File: src/rtl/rst_seq_pkg.sv
// -----------------------------------------------------------------------------
// rst_seq_pkg
//   Shared types and constants for the reset sequencer slice.
//   - rst_seq_state_e : sequencer FSM states
//   - RST_SEQ_DLY_W_DFLT : default width of a per-domain delay field
//   Configuration macro: RST_SEQ_READY_HANDSHAKE_EN adds the WAIT_RDY state.
// -----------------------------------------------------------------------------
package rst_seq_pkg;

  localparam int unsigned RST_SEQ_DLY_W_DFLT = 8;

  typedef enum logic [2:0] {
    ASSERT,
    COUNT,
`ifdef RST_SEQ_READY_HANDSHAKE_EN
    WAIT_RDY,
`endif
    HOLD,
    DONE
  } rst_seq_state_e;

endpackage

File: src/rtl/reset_sync.sv
// -----------------------------------------------------------------------------
// reset_sync
//   Reset synchronizer: asynchronous assertion, synchronous release after
//   SYNC_STAGE clock edges.
//   Ports:
//     clk          : clock
//     i_rst_n      : asynchronous active-low reset input
//     o_rst_sync_n : synchronized active-low reset
// -----------------------------------------------------------------------------
module reset_sync #(
  parameter int unsigned SYNC_STAGE = 3
) (
  input  logic clk,
  input  logic i_rst_n,
  output logic o_rst_sync_n
);

  logic [SYNC_STAGE-1:0] sync_q;

  always_ff @(posedge clk or negedge i_rst_n) begin
    if (!i_rst_n) begin
      sync_q <= '0;
    end else begin
      sync_q <= {sync_q[SYNC_STAGE-2:0], 1'b1};
    end
  end

  assign o_rst_sync_n = sync_q[SYNC_STAGE-1];

endmodule

File: src/rtl/reset_seq_ctrl.sv
// -----------------------------------------------------------------------------
// reset_seq_ctrl
//   Releases NUM_DOMAINS active-low resets one after another, domain 0 first.
//   Domain k is released dly[k]+1 cycles after its count is loaded. A level
//   software request forces every domain back into reset for at least
//   HOLD_CYC cycles and then re-runs the sequence.
//   Ports:
//     clk          : clock
//     i_rst_n      : asynchronous active-low reset
//     i_sw_rst_req : level software reset request
//     i_dly        : NUM_DOMAINS packed DLY_W-bit delay fields (field k = domain k)
//     i_dom_rdy    : per-domain ready (used only with the handshake macro)
//     o_rst_n      : per-domain active-low resets
//     o_seq_done   : all domains released
//     o_busy       : sequencer not in DONE
//   Configuration macro: RST_SEQ_READY_HANDSHAKE_EN -- after each release,
//   wait for i_dom_rdy[idx] before counting the next domain.
// -----------------------------------------------------------------------------
module reset_seq_ctrl
  import rst_seq_pkg::*;
#(
  parameter int unsigned NUM_DOMAINS = 4,
  parameter int unsigned SYNC_STAGE  = 3,
  parameter int unsigned DLY_W       = RST_SEQ_DLY_W_DFLT,
  parameter int unsigned HOLD_CYC    = 16
) (
  input  logic                         clk,
  input  logic                         i_rst_n,
  input  logic                         i_sw_rst_req,
  input  logic [NUM_DOMAINS*DLY_W-1:0] i_dly,
  input  logic [NUM_DOMAINS-1:0]       i_dom_rdy,
  output logic [NUM_DOMAINS-1:0]       o_rst_n,
  output logic                         o_seq_done,
  output logic                         o_busy
);

  localparam int unsigned IDX_W  = $clog2(NUM_DOMAINS);
  localparam int unsigned HOLD_W = $clog2(HOLD_CYC + 2);
  localparam logic [IDX_W-1:0]  LAST_IDX  = IDX_W'(NUM_DOMAINS - 1);
  // hold_cnt lags elapsed HOLD cycles by one, so the exit edge sees HOLD_CYC-1
  localparam logic [HOLD_W-1:0] HOLD_LAST = HOLD_W'((HOLD_CYC == 0) ? 0 : HOLD_CYC - 1);

  logic                    rst_sync_n;
  logic [DLY_W-1:0]        dly_arr [NUM_DOMAINS];

  rst_seq_state_e          state_q, state_d;
  logic [IDX_W-1:0]        idx_q,   idx_d;
  logic [DLY_W-1:0]        cnt_q,   cnt_d;
  logic [HOLD_W-1:0]       hold_q,  hold_d;
  logic [NUM_DOMAINS-1:0]  rst_q,   rst_d;
  logic                    done_q,  done_d;

  logic [IDX_W-1:0]        nxt_idx;
  logic                    hold_met;

  reset_sync #(
    .SYNC_STAGE (SYNC_STAGE)
  ) u_reset_sync (
    .clk          (clk),
    .i_rst_n      (i_rst_n),
    .o_rst_sync_n (rst_sync_n)
  );

  for (genvar k = 0; k < NUM_DOMAINS; k++) begin : g_dly
    assign dly_arr[k] = i_dly[k*DLY_W +: DLY_W];
  end

`ifndef RST_SEQ_READY_HANDSHAKE_EN
  logic dom_rdy_unused;
  assign dom_rdy_unused = ^i_dom_rdy;
`endif

  assign nxt_idx  = idx_q + 1'b1;
  assign hold_met = (hold_q >= HOLD_LAST);

  always_ff @(posedge clk or negedge i_rst_n) begin
    if (!i_rst_n) begin
      state_q <= ASSERT;
      idx_q   <= '0;
      cnt_q   <= '0;
      hold_q  <= '0;
      rst_q   <= '0;
      done_q  <= 1'b0;
    end else begin
      state_q <= state_d;
      idx_q   <= idx_d;
      cnt_q   <= cnt_d;
      hold_q  <= hold_d;
      rst_q   <= rst_d;
      done_q  <= done_d;
    end
  end

  always_comb begin
    state_d = state_q;
    idx_d   = idx_q;
    cnt_d   = cnt_q;
    hold_d  = hold_q;
    rst_d   = rst_q;
    done_d  = done_q;

    case (state_q)
      ASSERT: begin
        if (rst_sync_n) begin
          idx_d   = '0;
          cnt_d   = dly_arr[0];
          state_d = COUNT;
        end
      end

      COUNT: begin
        // software request wins over a release due on the same edge
        if (i_sw_rst_req) begin
          state_d = HOLD;
          rst_d   = '0;
          done_d  = 1'b0;
          hold_d  = '0;
        end else if (cnt_q != '0) begin
          cnt_d = cnt_q - 1'b1;
        end else begin
          rst_d[idx_q] = 1'b1;
          if (idx_q == LAST_IDX) begin
            state_d = DONE;
            done_d  = 1'b1;
          end else begin
`ifdef RST_SEQ_READY_HANDSHAKE_EN
            state_d = WAIT_RDY;
`else
            idx_d = nxt_idx;
            cnt_d = dly_arr[nxt_idx];
`endif
          end
        end
      end

`ifdef RST_SEQ_READY_HANDSHAKE_EN
      WAIT_RDY: begin
        if (i_sw_rst_req) begin
          state_d = HOLD;
          rst_d   = '0;
          done_d  = 1'b0;
          hold_d  = '0;
        end else if (i_dom_rdy[idx_q]) begin
          idx_d   = nxt_idx;
          cnt_d   = dly_arr[nxt_idx];
          state_d = COUNT;
        end
      end
`endif

      HOLD: begin
        if (!i_sw_rst_req && hold_met) begin
          idx_d   = '0;
          cnt_d   = dly_arr[0];
          state_d = COUNT;
        end else if (!hold_met) begin
          hold_d = hold_q + 1'b1;
        end
      end

      DONE: begin
        if (i_sw_rst_req) begin
          state_d = HOLD;
          rst_d   = '0;
          done_d  = 1'b0;
          hold_d  = '0;
        end
      end

      default: begin
        state_d = ASSERT;
      end
    endcase
  end

  assign o_rst_n    = rst_q;
  assign o_seq_done = done_q;
  assign o_busy     = (state_q != DONE);

endmodule

File: config.mk
export PLATFORM = sky130hd
export DESIGN_NAME = reset_seq_ctrl
export DESIGN_NICKNAME = d
export VERILOG_FILES = /design/src/rtl/rst_seq_pkg.sv /design/src/rtl/reset_sync.sv /design/src/rtl/reset_seq_ctrl.sv
export SDC_FILE = /design/constraint.sdc
export NUM_CORES = 1
export LEC_CHECK = 0
export CAP_MARGIN = 20
export CORE_UTILIZATION = 35
export CTS_CLUSTER_DIAMETER = 60
export DETAILED_ROUTE_END_ITERATION = 16
export PLACE_DENSITY = 0.7
export SLEW_MARGIN = 20
export SYNTH_ARGS = -nofsm -noshare
export SYNTH_HDL_FRONTEND = slang
export SYNTH_HIERARCHICAL = 1
export SYNTH_SLANG_ARGS = --single-unit
File: constraint.sdc
create_clock -name clk -period 5.5 [get_ports clk]
set_input_delay 1.375 -clock clk [delete_from_list [all_inputs] [get_ports clk]]
set_output_delay 1.375 -clock clk [all_outputs]
set_load 0.02 [all_outputs]
# Yosys cells after proc, flatten, opt, wreduce, memory -nomap -nowiden
# Index checks and enable logic that the tools add are counted.
[word_totals] wordCells=85 out_inout_bits=6 register_bits=26 input_bits=39
[classes] n_lt_le_gt_ge=4 addsub=3 mux=37 reduce_logical=15 bitwise_logic=2 eq_ne=17
[op_table] cell="8-bit 2-to-1 mux" n=7
[op_table] cell="8-bit case mux with 3 select lines" n=1
[op_table] cell="3-bit 2-to-1 mux" n=6
[op_table] cell="8-bit binary-select mux with 2-bit select" n=1
[op_table] cell="5-bit 2-to-1 mux" n=3
[op_table] cell="2-bit inequality test (second input constant)" n=7
[op_table] cell="4-bit 2-to-1 mux" n=3
[op_table] cell="3-bit case mux with 4 select lines" n=1
[op_table] cell="2-bit 2-to-1 mux" n=5
[op_table] cell="5-bit case mux with 2 select lines" n=1
[op_table] cell="5-bit AND reduction" n=2
[op_table] cell="3-bit inequality test (second input constant)" n=3
[op_table] cell="4-bit case mux with 2 select lines" n=1
[op_table] cell="4-bit AND reduction" n=2
[op_table] cell="8-bit nonzero test" n=1
[op_table] cell="8-bit by 1-bit subtractor with 8-bit output (second input constant)" n=1
[op_table] cell="3-bit by 2-bit equality test with 1-bit output (second input constant)" n=2
[op_table] cell="2-bit case mux with 3 select lines" n=1
[op_table] cell="6-bit AND reduction" n=1
[op_table] cell="5-bit by 1-bit adder with 5-bit output (second input constant)" n=1
[op_table] cell="5-bit by 4-bit greater-or-equal comparator with 1-bit output (second input constant)" n=1
[op_table] cell="1-bit 2-to-1 mux" n=5
[op_table] cell="2-bit by 1-bit inequality test with 1-bit output (second input constant)" n=2
[op_table] cell="4-bit OR" n=1
[op_table] cell="17 further kinds" n=19

# Longest topological paths before layout
# Gate-level depths: netlist of run 1.
[logic_depth] word_depth=9 mapped_depth=8

# Hierarchy
# The synthesis of run 1 kept the hierarchy.
[modules_own_cells] module="reset_seq_ctrl" cells_each=161 instances=1 seq_area_each_um2=550.5 area_each_um2=1626.6
[modules_own_cells] module="reset_sync" cells_each=4 instances=1 seq_area_each_um2=75.1 area_each_um2=78.8

# Least setup slack after synthesis of run 1
# OpenSTA, ideal clock, no wires.
[synth_path] kind="input -> register" startpoint="in i_dly[19]" endpoint="reg cnt_q[3]" path_slack_ns=2.938 setup_ns=0.121 arrival_time_ns=2.440 t_required_ns=5.379 stages=4 path_cell_list="mux4_2 or3_1 a22o_1 o22a_1"
[synth_via] elab_chain_cells=7
[synth_lines] item="start: declaration" line="reset_seq_ctrl.sv:30" source="input logic [NUM_DOMAINS*DLY_W-1:0] i_dly,"
[synth_lines] item="8-bit binary-select mux with 2-bit select" line="reset_seq_ctrl.sv:130" source="cnt_d = dly_arr[nxt_idx];"
[synth_lines] item="8-bit 2-to-1 mux (not written as such) (2 in a row)" line="reset_seq_ctrl.sv:130"
[synth_lines] item="8-bit 2-to-1 mux" line="reset_seq_ctrl.sv:122" source="if (idx_q == LAST_IDX) begin"
[synth_lines] item="8-bit 2-to-1 mux" line="reset_seq_ctrl.sv:118" source="end else if (cnt_q != '0) begin"
[synth_lines] item="8-bit 2-to-1 mux" line="reset_seq_ctrl.sv:113" source="if (i_sw_rst_req) begin"
[synth_lines] item="8-bit case mux with 3 select lines" line="reset_seq_ctrl.sv:102" source="case (state_q)"
[synth_lines] item="end signal: assignment" line="reset_seq_ctrl.sv:87" source="cnt_q <= cnt_d;"
[synth_lines] item="end: declaration" line="reset_seq_ctrl.sv:48" source="logic [DLY_W-1:0] cnt_q, cnt_d;"
# No other way between the ends. The select of a mux whose other input is x is not followed.
# A chain may end at the register's enable or synchronous reset.

# Worst setup path in the final report of run 1
[layout_path] startpoint="in i_sw_rst_req" endpoint="reg cnt_q[1]"
[layout_via] elab_chain_cells=4
[layout_lines] item="start: declaration" line="reset_seq_ctrl.sv:29" source="input logic i_sw_rst_req,"
[layout_lines] item="1-bit logical NOT" line="reset_seq_ctrl.sv:152" source="if (!i_sw_rst_req && hold_met) begin"
[layout_lines] item="1-bit logical AND" line="reset_seq_ctrl.sv:152"
[layout_lines] item="2-bit inequality test (no source line)"
[layout_lines] item="5-bit AND reduction (no source line) (*)"
# Mark *: on every way between the ends. The rest lies on a longest branch, timed or not.

==> reports/metrics.yaml, run 1 <==
status: "complete, no violations"
ant_nets: 0
critPathTopFamily: "compound AO/OA/AOI/OAI gates"
cts_setup_buffers: 0
root_buffer: "clkbuf_8"
crit_cells: 4
synth_common_cells: "dfrtp_1, a21oi_1, inv_1"
place_hpwl_um: 2880
coreArea_um2: 4690
yosysWarnings: 6
final_cells: 255
cap_violations: 0
p_per_area_nw_per_um2: 412
cts_max_path_buffers: 2
worst-path-buf-inv: 1
rr_worst_depth: 6
setup_violations: 0
relSlewSlack: 0.496
initial_core_util: 0.363
antenna_found_initial: 0
timing.rr.end: "cnt_q[3]"
arrival_ns: 3.13
drtIter0Drc: 98
drive_gt1_frac: 0.0995
syn_area_um2: 1710
grt_pass1_vias: 1429
netlist_instances: 165
grt_usage: 0.164
power.leakage_nw: 0.825
seq_area_um2: 626
setup_tns_ns: 0
finClkSkew_ns: 0.00585
clock_sinks: 25
grt_max_degree: 26
final_design_area_no_fill_um2: 2190
syn-mean-instance-area_um2: 10.3
pre_cts_ws_ns: 2.23
gp_congestion: 0.802
die_h_um: 71.8
cts_tree: "done"
setup_ws_ns: 2.54
synth-seq-cells: 25
critPathLaunch: "i_sw_rst_req"
die-area_um2: 5160
fmax_ghz: 0.338
routed_via_density: 5.69
crit_type: "in -> reg"
synth-async-reset-ratio: 1.00
endpoint_kind: "register"
grt_first_pass_wirelength_um: 6720
cp.required_ns: 5.67
drc: 0
htree_levels: 1
dr.pass1.iters: 4
rsz0062_at_grt: "no"
timing.hold.ws_ns: 0.357
nets: 249
synth_area_leader_cell: "dfrtp_1"
num_rows: 25
cts_hold_buf: 0
port_buffers: 40
final_max_slew_viol_count: 0
route.met2.wl_um: 1900
synth_edf_count: 0
crit_path_end: "cnt_q[1]"
nFillCells: 458
worstReg2RegStart: "idx_q[0]"
syn_to_final_growth_pct: 28.3
die_width_um: 71.8
diodes: 0
p_total_mw: 0.902
insertion_delay_ns: 0.28
synth_area_leaders: "dfrtp_1, mux4_2, ha_1, a21oi_1, a221o_1"
hold_violations: 0
cts_buffers: 3
startpoint_type: "input port"
placed_cells: 251
path_max_fanout: 8
routed_wl_um: 3950
clk_pin_slew_ns: 0.10
worst_pin_slew_ns: 0.755
overflow: 0
timing.final.crit_share: 0.538
hold_path_class: "reg -> reg"
io_pins: 45
dr_wl_met3_um: 174
irDropWorstVdd_mv: 0.173
placed_cell_area_um2: 2140
synth.distinct_cells: 49
dr.max_layer_used: "met4"
ys.flop_type: "dfrtp_1"
crit_chain: "clkdlybuf4s50_1 -> a221o_1 -> a21oi_2 -> mux2_1"
vias: 1451
post_cts_resized: 0
r2r_setup_slack_ns: 2.78
wl_per_cell_um: 15.5
met1_length_um: 1840
slowest_stage: "clkdlybuf4s50_1"
synth_nets: 212
slowest_delay_ns: 0.53
yosysSeqAreaShare: 0.367
yosysMostFrequentCell: "dfrtp_1"
multi_input_comb_area_um2: 1000
post-synth-top-area-fraction: 0.367
fin_util: 0.466
finalWorstPathRequiredPeriod_ns: 2.96
-- cells in the final DEF, fill, tap and decap left out, types with 2 or more instances in the layout --
| cell type | count |
|---|---|
| mux4_2 | 8 |
| nor3b_1 | 2 |
| nor4_2 | 2 |
| nor2_1 | 7 |
| o21ai_0 | 8 |
| a221o_1 | 4 |
| a211oi_1 | 5 |
| a221oi_1 | 2 |
| a31oi_1 | 2 |
| or3_1 | 2 |
| o22ai_1 | 3 |
| and3_1 | 2 |
| xnor2_1 | 2 |
| a22o_1 | 2 |
| mux2i_1 | 2 |
| o31ai_1 | 2 |
| nand2_1 | 5 |
| nand4_1 | 2 |
| clkbuf_8 | 3 |
| or4_1 | 2 |
| inv_1 | 10 |
| o21a_1 | 3 |
| clkdlybuf4s50_1 | 40 |
| o221ai_1 | 3 |
| nand2b_1 | 3 |
| nor3_1 | 6 |
| dfrtp_1 | 25 |
| o22a_1 | 4 |
| ha_1 | 8 |
| a21oi_1 | 12 |
-- report_power, final --
| part | switching, mW | total, mW | internal [mW] | leakage, nW |
|---|---|---|---|---|
| Clock | 0.0647 | 0.118 | 0.0532 | 0.0261 |
| Sequential | 0.0864 | 0.325 | 0.238 | 0.315 |
| Combinational | 0.246 | 0.460 | 0.213 | 0.485 |
-- registers in the layout, summed over array words and instances (netlist names) --
name                 flops
o_rst_n                  4
o_seq_done               1
cnt_q                    8
idx_q                    2
hold_q                   5
u_reset_sync/sync_q      3
state_q                  2
-- worst reg2reg max path: stages, from the launching register on --
cell and delay, ns:
dfrtp_1 0.75, inv_1 0.20, ha_1 0.62, mux4_2 0.37, or3_1 0.32, a22o_1 0.19
o22a_1 0.17
-- per-layer routing --
metal  vias up  GRT usage
li1        714          -
met1       701      0.219
met2        31      0.277
met3         5     0.0366
met4         0     0.0261
met5         -          0
-- layout make-up --
cell class,count,area share
multi-input combinational,121,0.457
sequential,25,0.286
clock buffer,3,0.0189
timing repair buffer,41,0.186
clock inverter,1,0.00400
tap,54,0.0309
inverter,10,0.0172
-- worst min-delay path by stage --
stage | slack [ns] | cells past startpoint | start | end
6_report | 0.36 | 0 | u_reset_sync/sync_q[0] | u_reset_sync/sync_q[1]
5_1_grt | 0.38 | 0 | u_reset_sync/sync_q[1] | u_reset_sync/sync_q[2]
2_1_floorplan | 0.33 | 0 | u_reset_sync/sync_q[0] | u_reset_sync/sync_q[1]
3_3_place_gp | 0.33 | 0 | u_reset_sync/sync_q[1] | u_reset_sync/sync_q[2]
4_1_cts | 0.36 | 0 | u_reset_sync/sync_q[0] | u_reset_sync/sync_q[1]
3_5_place_dp | 0.34 | 0 | u_reset_sync/sync_q[0] | u_reset_sync/sync_q[1]
-- logic make-up after synthesis --
family / synth area share
flops: 0.367
other cells: 0.00220
mux: 0.124
compound gates: 0.238
simple gates: 0.148
fa+ha+maj: 0.0587
buf+inv: 0.0470
xor+xnor: 0.0154
(Power assumes the default switching activity.)
==> inputs of run 2 (changes only) <==
Clock period 5.5 ns to 3 ns, I/O delays scaled along.
==> run 2 against run 1 <==
Net effect:
- total power increased by 88%
- clock skew down 0.0022 ns
- core utilization is 0.64 points higher
- global-route usage rose by 0.81 points
- clock-buffer cell count is the same
- setup slack got worse by 2.0 ns
- die area is the same
- worst hold slack better by 0.0020 ns
==> reports/metrics.yaml, run 2 (synthesized netlist as in run 1, its figures left out) <==
drive_gt1_frac: 0.117  # +0.0176
path_max_fanout: 7  # -1
whs_endpoint: "u_reset_sync/sync_q[1]"
cts_max_path_buffers: 2  # unchanged
irDropWorstVdd_mv: 0.349  # +100%
worstReg2RegStart: "hold_q[0]"
nFillCells: 446  # -2.6%
grt_max_degree: 26  # unchanged
nets: 253  # +1.6%
startpoint_type: "register"
place_hpwl_um: 3040  # +5.5%
overflow: 0  # unchanged
routed_via_density: 5.72  # +0.56%
hold_path_class: "reg -> reg"
status: "complete, no violations"
vias: 1482  # +2.1%
post_cts_resized: 0  # unchanged
placed_cells: 255  # +1.6%
cap_violations: 0  # unchanged
clock_sinks: 25  # unchanged
setup_ws_ns: 0.506  # -2.04 ns
antenna_found_initial: 0  # unchanged
die_h_um: 71.8  # unchanged
p_per_area_nw_per_um2: 763  # +85%
setup_violations: 0  # unchanged
regMostFlops: "cnt_q"
insertion_delay_ns: 0.28  # about the same
htree_levels: 1  # unchanged
mostFrequentLayoutCell: "clkdlybuf4s50_1"
finClkSkew_ns: 0.00368  # -0.00218 ns
final_cells: 259  # +1.6%
pre_cts_ws_ns: 0.521  # -1.71 ns
cts_tree: "done"
cts_setup_buffers: 0  # unchanged
endpoint_kind: "register"
cts_hold_buf: 0  # unchanged
setup_tns_ns: 0  # unchanged
root_buffer: "clkbuf_8"
worst_pin_slew_ns: 0.731  # -0.0241 ns
cp.required_ns: 3.17  # -2.50 ns
grt_first_pass_wirelength_um: 6930  # +3.2%
grt_usage: 0.172  # +0.00811
routed_wl_um: 4190  # +6.2%
power.leakage_nw: 0.847  # +2.6%
timing.final.crit_share: 0.831
largest_reg_flops: 8  # unchanged
diodes: 0  # unchanged
hold_violations: 0  # unchanged
grt_pass1_vias: 1458  # +2.0%
coreArea_um2: 4690  # unchanged
relSlewSlack: 0.509  # +0.0131
drtIter0Drc: 189  # +93%
die-area_um2: 5160  # unchanged
fmax_ghz: 0.401
layout_common_cells: "clkdlybuf4s50_1, dfrtp_1, a21oi_1"
io_pins: 45  # unchanged
rsz0062_at_grt: "no"
cts_buffers: 3  # unchanged
holdPathStages: 0  # unchanged
critPathLaunch: "hold_q[0]"
r2r_setup_slack_ns: 0.51  # -2.27 ns
dr.pass1.iters: 4  # unchanged
port_buffers: 40  # unchanged
drc: 0  # unchanged
finalWorstPathRequiredPeriod_ns: 2.49
timing.rr.end: "cnt_q[5]"
final_max_slew_viol_count: 0  # unchanged
wl_per_cell_um: 16.2  # +4.6%
worst_hold_startpoint: "u_reset_sync/sync_q[0]"
gp_congestion: 0.819  # +2.1%
ant_nets: 0  # unchanged
rr_worst_depth: 8  # +2
crit_type: "reg -> reg"
arrival_ns: 2.67  # -0.46 ns
clk_pin_slew_ns: 0.10  # about the same
syn_to_final_growth_pct: 30.1
initial_core_util: 0.363  # unchanged
die_width_um: 71.8  # unchanged
num_rows: 25  # unchanged
timing.hold.ws_ns: 0.359  # +0.00199 ns
[run 2: cell types whose count changed in the layout (fill, tap and decap cells not counted)]
cell   change
buf_4      +4
[run 2: worst max-delay path by stage]
stage | endpoint | slack, ns | cells past startpoint
floorplan | cnt_q[3] | 0.62 | 8
global placement | cnt_q[7] | 0.54 | 4
detailed placement | cnt_q[7] | 0.52 | 4
CTS | cnt_q[4] | 0.50 | 8
global route | cnt_q[5] | 0.35 | 8
finish | cnt_q[5] | 0.51 | 8
[run 2: area by class of cell]
class                           instances  area, µm²  area share
Inverter                               10       37.5      0.0169
Clock buffer                            3       41.3      0.0186
Timing Repair Buffer                   45        438       0.197
Sequential cell                        25        626       0.282
Clock inverter                          1       8.76     0.00395
Tap cell                               54       67.6      0.0305
Multi-Input combinational cell        121       1000       0.451
[run 2: worst max-delay path, cell delays in order (launching register included)]
cell     delay (ns)
dfrtp_1        0.45
ha_1           0.22
and3_1         0.18
ha_1           0.18
nor4b_2        0.44
a221o_1        0.46
a21oi_2        0.08
buf_4          0.18
o22a_1         0.19
[run 2: per-stage QoR]
step / util / power (mW) / cell area [µm²]
after floorplan: - / 1.22 / 1710
after global placement: 0.462 / 1.45 / 2170
after detailed placement: 0.462 / 1.47 / 2170
after CTS: 0.473 / 1.70 / 2220
after global routing: 0.473 / 1.82 / 2220
final: 0.473 / 1.69 / 2220
[run 2: power breakdown]
group	total (mW)	switching [mW]	internal [mW]	leakage, nW
Sequential	0.596	0.159	0.437	0.315
Clock	0.220	0.122	0.0976	0.0261
Combinational	0.877	0.466	0.411	0.506
Total	1.69	0.747	0.946	0.847
[run 2: metal layers]
metal  GRT usage  vias to the layer above  part of all wire
met3      0.0352                        2             0.057
met1       0.228                      713              0.44
met4      0.0370                        0            0.0038
met5           0                        -                 0
li1            -                      724                 -
met2       0.290                       43              0.50
==> inputs of run 3 (changes only) <==
Clock period 3 ns to 2.4 ns, I/O delays scaled along.
==> run 3 against run 2 <==
Net effect:
- sequential share of layout area decreased by 1.2 points
- maximum frequency increased by 13%
- critical endpoint is now cnt_q[6]
- clock skew decreased by 0.0021 ns
- largest cell class unchanged
- design area increased by 4.3%
- critical path depth unchanged
- flip-flop and latch count unchanged
- setup slack got worse by 0.31 ns
- core utilization increased by 2.1 points
- first-iteration DRC count decreased by 51%
- via count increased by 3.0%
- combinational power increased by 47%
- register-to-register slack got worse by 0.31 ns
==> reports/metrics.yaml, run 3 (synthesized netlist as in run 1, its figures left out) <==
port_buffers: 40  # unchanged
die_width_um: 71.8  # unchanged
clock_sinks: 25  # unchanged
setup_violations: 0  # unchanged
wl_per_cell_um: 15.6  # -3.9%
grt_pass1_vias: 1546  # +6.0%
diodes: 0  # unchanged
rr_worst_depth: 8  # unchanged
largest_reg_flops: 8  # unchanged
irDropWorstVdd_mv: 0.572  # +64%
drive_gt1_frac: 0.170  # +0.0527
fmax_ghz: 0.453  # +13%
grt_usage: 0.177  # +0.00483
syn_to_final_growth_pct: 35.7
routed_via_density: 5.61  # -1.9%
cp.required_ns: 2.57  # -0.60 ns
final_cells: 272  # +5.0%
antenna_found_initial: 0  # unchanged
regMostFlops: "cnt_q"
timing.hold.ws_ns: 0.361  # +0.00219 ns
p_per_area_nw_per_um2: 981  # +29%
die_h_um: 71.8  # unchanged
place_hpwl_um: 3240  # +6.8%
crit_type: "reg -> reg"
hold_violations: 0  # unchanged
overflow: 0  # unchanged
routed_wl_um: 4230  # +0.93%
placed_cell_area_um2: 2270  # +4.5%
fin_util: 0.493  # +0.0205
drtIter0Drc: 92  # -51%
path_max_fanout: 4  # -3
die-area_um2: 5160  # unchanged
finalWorstPathRequiredPeriod_ns: 2.21  # -0.286 ns
holdPathStages: 0  # unchanged
rsz0062_at_grt: "no"
setup_tns_ns: 0  # unchanged
slowest_stage: "dfrtp_1"
cp_common_cell: "ha_1"
finClkSkew_ns: 0.00155  # -0.00213 ns
p_total_mw: 2.27  # +34%
placed_cells: 268  # +5.1%
power.leakage_nw: 0.905  # +6.9%
cts_tree: "done"
final_max_slew_viol_count: 0  # unchanged
timing.rr.end: "cnt_q[6]"
hold_path_class: "reg -> reg"
status: "complete, no violations"
cap_violations: 0  # unchanged
whs_endpoint: "u_reset_sync/sync_q[1]"
post_cts_resized: 0  # unchanged
dr.pass1.iters: 4  # unchanged
ant_nets: 0  # unchanged
grt_first_pass_wirelength_um: 7160  # +3.3%
cts_max_path_buffers: 2  # unchanged
htree_levels: 1  # unchanged
worst_hold_startpoint: "u_reset_sync/sync_q[0]"
root_buffer: "clkbuf_8"
io_pins: 45  # unchanged
crit_chain: "ha_1 -> and3_1 -> ha_1 -> nor4b_2 -> a221o_1 -> a21oi_2 -> buf_4 -> o22a_1"
setup_ws_ns: 0.191  # -0.314 ns
nets: 266  # +5.1%
pre_cts_ws_ns: 0.110  # -0.411 ns
clk_pin_slew_ns: 0.09  # about the same
endpoint_kind: "register"
initial_core_util: 0.363  # unchanged
cts_buffers: 3  # unchanged
vias: 1527  # +3.0%
slowest_delay_ns: 0.42  # -0.04 ns
worstReg2RegStart: "hold_q[1]"
mostFrequentLayoutCell: "clkdlybuf4s50_1"
relSlewSlack: 0.625  # +0.116
cts_setup_buffers: 0  # unchanged
startpoint_type: "register"
coreArea_um2: 4690  # unchanged
gp_congestion: 0.864  # +5.5%
drc: 0  # unchanged
arrival_ns: 2.38  # -0.29 ns
nFillCells: 421  # -5.6%
layout_common_cells: "clkdlybuf4s50_1, dfrtp_1, buf_4"
r2r_setup_slack_ns: 0.19  # -0.31 ns
insertion_delay_ns: 0.27  # about the same
timing.final.crit_share: 0.920  # +0.0889
grt_max_degree: 26  # unchanged
worst_pin_slew_ns: 0.559  # -0.172 ns
final_design_area_no_fill_um2: 2310  # +4.3%
cts_hold_buf: 0  # unchanged
num_rows: 25  # unchanged
==> run 3: cell count changes in the layout (fill, tap and decap cells not counted), sizes merged <==
cell	before	now
buf	5	18
clkinvlp	0	1
inv	11	10
==> run 3: critical path, delay by kind of cell (launching register included) <==
family	cells	cell delay, ns
AOI/OAI and AO/OA	3	0.59
buffers and inverters	1	0.17
adders and majority gates	2	0.38
and+or+nand+nor	2	0.55
DFF	1	0.42
==> run 3: area by class of cell <==
class | count | area, µm² | area share
inverter | 10 | 37.5 | 0.0162
tap | 54 | 67.6 | 0.0292
clock inverter | 1 | 7.51 | 0.00324
timing repair buffer | 58 | 536 | 0.231
sequential | 25 | 626 | 0.270
clock buffer | 3 | 41.3 | 0.0178
multi-input combinational | 121 | 1000 | 0.432
==> run 3: report_power, final <==
group	total (mW)	internal, mW	switching (mW)	leakage, nW
combinational	1.29	0.651	0.641	0.569
clock	0.264	0.118	0.146	0.0217
sequential	0.717	0.546	0.170	0.315
total	2.27	1.31	0.957	0.905
==> run 3: layer usage <==
| layer | GRT usage | vias to the layer above | part of all wire | wire length, µm |
|---|---|---|---|---|
| met5 | 0 | - | 0 | 0 |
| met4 | 0.0414 | 0 | 0.0090 | 38 |
| met3 | 0.0281 | 4 | 0.042 | 179 |
| met2 | 0.316 | 33 | 0.50 | 2110 |
| met1 | 0.224 | 745 | 0.45 | 1900 |
| li1 | - | 745 | - | - |
==> run 3: worst max-delay path by stage <==
stage,from,end,slack [ns],depth (start not counted)
after floorplan,idx_q[0],cnt_q[3],0.02,8
final,hold_q[1],cnt_q[6],0.19,8
after global placement,i_dly[3],cnt_q[3],0.13,5
after CTS,hold_q[1],cnt_q[6],0.20,8
after detailed placement,i_dly[3],cnt_q[3],0.11,5
after global routing,hold_q[1],cnt_q[6],0.04,8
